### src/rtl/pipe_ctrl_pkg.sv
// pipe_ctrl_pkg: stage indices, hold/bubble vector width and state encoding
// shared by the pipeline stall/flush/redirect controller.
package pipe_ctrl_pkg;
   localparam int NSTG = 5;
   localparam logic [1:0] STG_IF  = 2'd0;
   localparam logic [1:0] STG_ID  = 2'd1;
   localparam logic [1:0] STG_EX  = 2'd2;
   localparam logic [1:0] STG_MEM = 2'd3;
   typedef enum logic {RUN, PEND} state_t;
endpackage

### src/rtl/pipe_ctrl.sv
// pipe_ctrl: stall/flush/redirect controller for the five-stage pipeline;
// holds a redirect pending while fetch is busy on a miss.
module pipe_ctrl
   import pipe_ctrl_pkg::*;
#(
   parameter int ADDR_W = 32
) (
   input  logic              clk,
   input  logic              rst,
   input  logic              if_stall_req,
   input  logic              id_stall_req,
   input  logic              ex_stall_req,
   input  logic              mem_stall_req,
   input  logic              br_taken,
   input  logic [ADDR_W-1:0] br_target,
   input  logic              excp_valid,
   input  logic [ADDR_W-1:0] excp_target,
   output logic [NSTG-1:0]   stall,
   output logic [NSTG-1:0]   flush,
   output logic              redirect_valid,
   output logic [ADDR_W-1:0] redirect_pc,
   output logic [31:0]       stall_cycles
);
   state_t            state;
   logic [ADDR_W-1:0] lat;
   logic              has_d, br_ok, acc, pend;
   logic [1:0]        d;
   logic [NSTG-1:0]   stall_b, flush_b;
   logic [ADDR_W-1:0] tgt;
   always_comb begin
      has_d   = mem_stall_req | ex_stall_req | id_stall_req | if_stall_req;
      d       = mem_stall_req ? STG_MEM : ex_stall_req ? STG_EX : id_stall_req ? STG_ID : STG_IF;
      stall_b = has_d ? (NSTG'(2) << d) - NSTG'(1) : '0;
      flush_b = has_d ? NSTG'(2) << d : '0;
      pend    = state == PEND;
      br_ok   = br_taken & ~excp_valid & ~mem_stall_req & ~ex_stall_req;
      acc     = excp_valid | br_ok;
      tgt     = excp_valid ? excp_target : br_target;
   end
   // while a redirect is pending the if_id contents are wrong-path, so squash rather than hold
   always_comb begin
      stall = stall_b;
      flush = flush_b;
      if (pend) begin
         stall[1:0] = 2'b00;
         flush[1]   = 1'b1;
      end
      if (br_ok) begin
         stall[2:0] = 3'b000;
         flush[2:1] = 2'b11;
      end
      if (excp_valid) begin
         stall = '0;
         flush = NSTG'(5'b11110);
      end
      redirect_valid = acc | pend;
      redirect_pc    = acc ? tgt : pend ? lat : '0;
   end
   always_ff @(posedge clk) begin
      if (rst) begin
         state        <= RUN;
         lat          <= '0;
         stall_cycles <= '0;
      end else begin
         if (stall[0]) stall_cycles <= stall_cycles + 32'd1;
         if (acc) begin
            lat   <= tgt;
            state <= if_stall_req ? PEND : RUN;
         end else if (pend && !if_stall_req) begin
            state <= RUN;
         end
      end
   end
endmodule

### config.mk
export PLATFORM = sky130hd
export DESIGN_NAME = pipe_ctrl
export DESIGN_NICKNAME = d
export VERILOG_FILES = /design/src/rtl/pipe_ctrl_pkg.sv /design/src/rtl/pipe_ctrl.sv
export SDC_FILE = /design/constraint.sdc
export NUM_CORES = 1
export LEC_CHECK = 0
export BUFFER_PORTS_ARGS = -buffer_cell sky130_fd_sc_hd__buf_2
export CAP_MARGIN = 10
export CELL_PAD_IN_SITES_DETAIL_PLACEMENT = 2
export CELL_PAD_IN_SITES_GLOBAL_PLACEMENT = 2
export CORE_MARGIN = 2
export CORE_UTILIZATION = 24
export CTS_BUF_LIST = sky130_fd_sc_hd__clkbuf_4 sky130_fd_sc_hd__clkbuf_8 sky130_fd_sc_hd__clkbuf_16
export CTS_CLUSTER_DIAMETER = 200
export DETAILED_ROUTE_END_ITERATION = 8
export PLACE_DENSITY_LB_ADDON = 0.12
export SLEW_MARGIN = 30
export SYNTH_ARGS = -nofsm -noshare
export SYNTH_HDL_FRONTEND = slang
export SYNTH_SLANG_ARGS = --single-unit
### constraint.sdc
create_clock -name clk -period 1.95 [get_ports clk]
set_clock_uncertainty 0.2 [all_clocks]
set_input_delay 0.195 -clock clk [delete_from_list [all_inputs] [get_ports clk]]
set_output_delay 0.195 -clock clk [all_outputs]
set_load 0.1 [all_outputs]
==> impl_metrics.ini <==
[yosys]
syn_inst = 420
syn_area_per_cell_um2 = 8.37
syn_area_um2 = 3520
ys_warn_count = 0
synth_cell_types = 38
async_flop_share_pct = 0
synth-main-ff-cell = dfxtp_1
synth_edf_count = 0
ys_ff_latch = 65
yosysSeqAreaShare_pct = 37.0

[floorplanning]
die_w_um = 125
die_h_um = 125
fp-row-count = 44
core_um2 = 14400
initial_utilization_pct = 24.4
io_pins = 147
dieArea_um2 = 15600

[layout]
final_common_cell = buf_2
multi_input_area_um2 = 2730
n_antenna_cell = 0
fin_nets = 734
regArea_um2 = 1400
nFillCells = 1523
final_cell_mix = 102 x buf_2, 90 x buf_4, 50 x nor2_1, 49 x buf_12, 34 x dfxtp_1
areaGrowthSynthToFinish_pct = 102
layout-drive-gt1-share_pct = 64.6
post-route-util_pct = 49.1

[critical_path]
endpoint = redirect_pc[7]
reg2reg_slack_ns = 0
crit_path_max_incr_delay_ns = 0.53
r2r-start = stall_cycles[1]$_SDFFE_PP0P_
r2r-end = stall_cycles[14]$_SDFFE_PP0P_
r2r_cells = 8
critPathArrivalTime_ns = 1.65
required_ns = 1.55
criticalPathCategory = in2out
crit_chain = buf_6, or3b_4, nand2_8, mux2i_2, buf_4, nor2_4, buf_12
worstSetupStartpoint = mem_stall_req
crit_path_end_kind = output port
start_kind = primary input
cp_slowest_cell = or3b_4
cp_max_fo = 7

[clocking]
clockRootBuffer = clkbuf_16
clkSinkCount = 65
hold_buffers = 0
htreeDepth = 3
cts.clk_slew.worst_paths_ns = 0.06
cts_tree = built
clkLatencyLatePin_ns = 0.34
cts-buffers-inserted = 9
clockBufferDepth = 2

[sta]
final_max_slew_viol_count = 0
worstMarginPinSlew_ns = 0.511
fmax_ghz = 0.489
relSlewSlack_pct = 66.2
grt_setup_unrepaired = true
timing.final.ws_setup_ns = -0.0951
hold_viol = 0
period_minus_slack_ns = 2.05
timing.final.crit_share_pct = 105
setup-violations-final = 25

[detailed_routing]
drtIter0Drc = 120
firstDrtPassIters = 4
routed_wirelength_um = 16000
via_count = 4120
drtAntennaViolNets = 0
drc = 0
vias_per_cell = 4.85
wire_per_inst_um = 18.8

[power_and_ir_drop]
peakVddDrop_mv = 0.346
power_density_nw_per_um2 = 691
total_leakage_power_nw = 3.06

[placement]
pre_cts_ws_ns = -0.313
io_buffers = 144
hpwlAfterDp_um = 10500
place_congestion = 0.737

[global_routing]
grt_max_degree = 31
antenna_found_initial = 0
grt_pass1_wl_um = 24300
overflow = 0
grt_usage_pct = 19.4
grt_pass1_vias = 4533

[run_status]
status = finished, violations left
violations = setup timing

[job]
drv_cap = 0

[hold_path]
hp-class = in2reg
state kept, by name, summed over array words and instances (netlist names):
signal        count
stall_cycles     32
lat              32
pend              1
report_power, final:
group          switching (mW)  leakage, nW  internal [mW]
logic                    1.10         2.35          0.740
registers              0.0392        0.554           1.35
clock network           0.619        0.151           1.04
how the worst min path moves through the flow:
stage                                    endpoint  slack [ns]  cells past startpoint                          start
floorplan                       pend$_SDFFE_PP0P_        0.16                      1                   if_stall_req
global placement    stall_cycles[22]$_SDFFE_PP0P_        0.27                      2  stall_cycles[22]$_SDFFE_PP0P_
detailed placement  stall_cycles[22]$_SDFFE_PP0P_        0.28                      2  stall_cycles[22]$_SDFFE_PP0P_
CTS                 stall_cycles[15]$_SDFFE_PP0P_        0.04                      2                            rst
global route        stall_cycles[14]$_SDFFE_PP0P_        0.05                      2                            rst
finish              stall_cycles[14]$_SDFFE_PP0P_        0.03                      2                            rst
stage by stage:
step                hold slack, ns  power (mW)  TNS [ns]  area (um^2)  std cells
global placement             0.272        3.03     -8.57         5990        802
floorplan                    0.162        2.44     -3.14         4020        421
global route                0.0548        5.11     -1.82         7090        850
finish                      0.0325        4.90    -0.753         7090        850
detailed placement           0.285        3.07    -12.04         5990        802
CTS                         0.0431        4.82    -0.975         6620        834
routing by layer:
| layer | track usage, % | share of wire (%) | vias up |
|---|---|---|---|
| met5 | 0 | 0 | - |
| met4 | 4.25 | 1.1 | 0 |
| met3 | 4.24 | 3.5 | 11 |
| met2 | 36.3 | 56 | 81 |
| li1 | - | - | 1977 |
| met1 | 22.6 | 39 | 2051 |
worst max-delay path: cells and delay by family:
family / cells / cell delay (ns)
multiplexers: 1 / 0.24
buffers and inverters: 3 / 0.40
AND/OR/NAND/NOR: 3 / 0.77
Yosys cell counts (10+ instances only):
| master | instances | share of area [%] |
|---|---|---|
| a21oi_1 | 27 | 3.8 |
| mux2_2 | 30 | 9.6 |
| nor3_1 | 11 | 1.6 |
| mux2i_1 | 23 | 6.5 |
| nor4_1 | 12 | 2.1 |
| clkbuf_1 | 13 | 1.4 |
| nor2b_1 | 22 | 3.9 |
| a211oi_1 | 10 | 2.1 |
| o31ai_1 | 13 | 2.8 |
| nand3_1 | 10 | 1.4 |
| nand4_1 | 10 | 1.8 |
| or4_1 | 13 | 2.8 |
| nand2_1 | 13 | 1.4 |
| dfxtp_1 | 65 | 37 |
| nor2_1 | 86 | 9.2 |
logic make-up after synthesis:
logic type,Yosys count,share of synthesized area (%)
multiplexers,57,17.4
AO/OA/AOI/OAI,54,9.39
flip-flops,65,37.0
other,1,0.107
XOR/XNOR,3,0.747
adder cells (fa/ha/maj),1,0.356
AND/OR/NAND/NOR,197,29.1
buffers and inverters,42,5.87
what timing repair did:
action | in CTS | in global routing
cloned | 5 | 1
endpoints found under the hold margin | 0 | 0
pin swaps | 8 | 29
gates resized for setup | 31 | 67
buffers inserted | 11 | 16
setup endpoints to repair | 52 | 54
cell type report:
type	count	share of cell area (%)
Clock buffer	12	3.58
Clock inverter	4	0.618
Inverter	9	0.565
Multi-Input combinational cell	318	38.5
Sequential cell	65	19.8
Tap cell	184	3.25
Timing Repair Buffer	258	33.7
(Power assumes the default switching activity.)
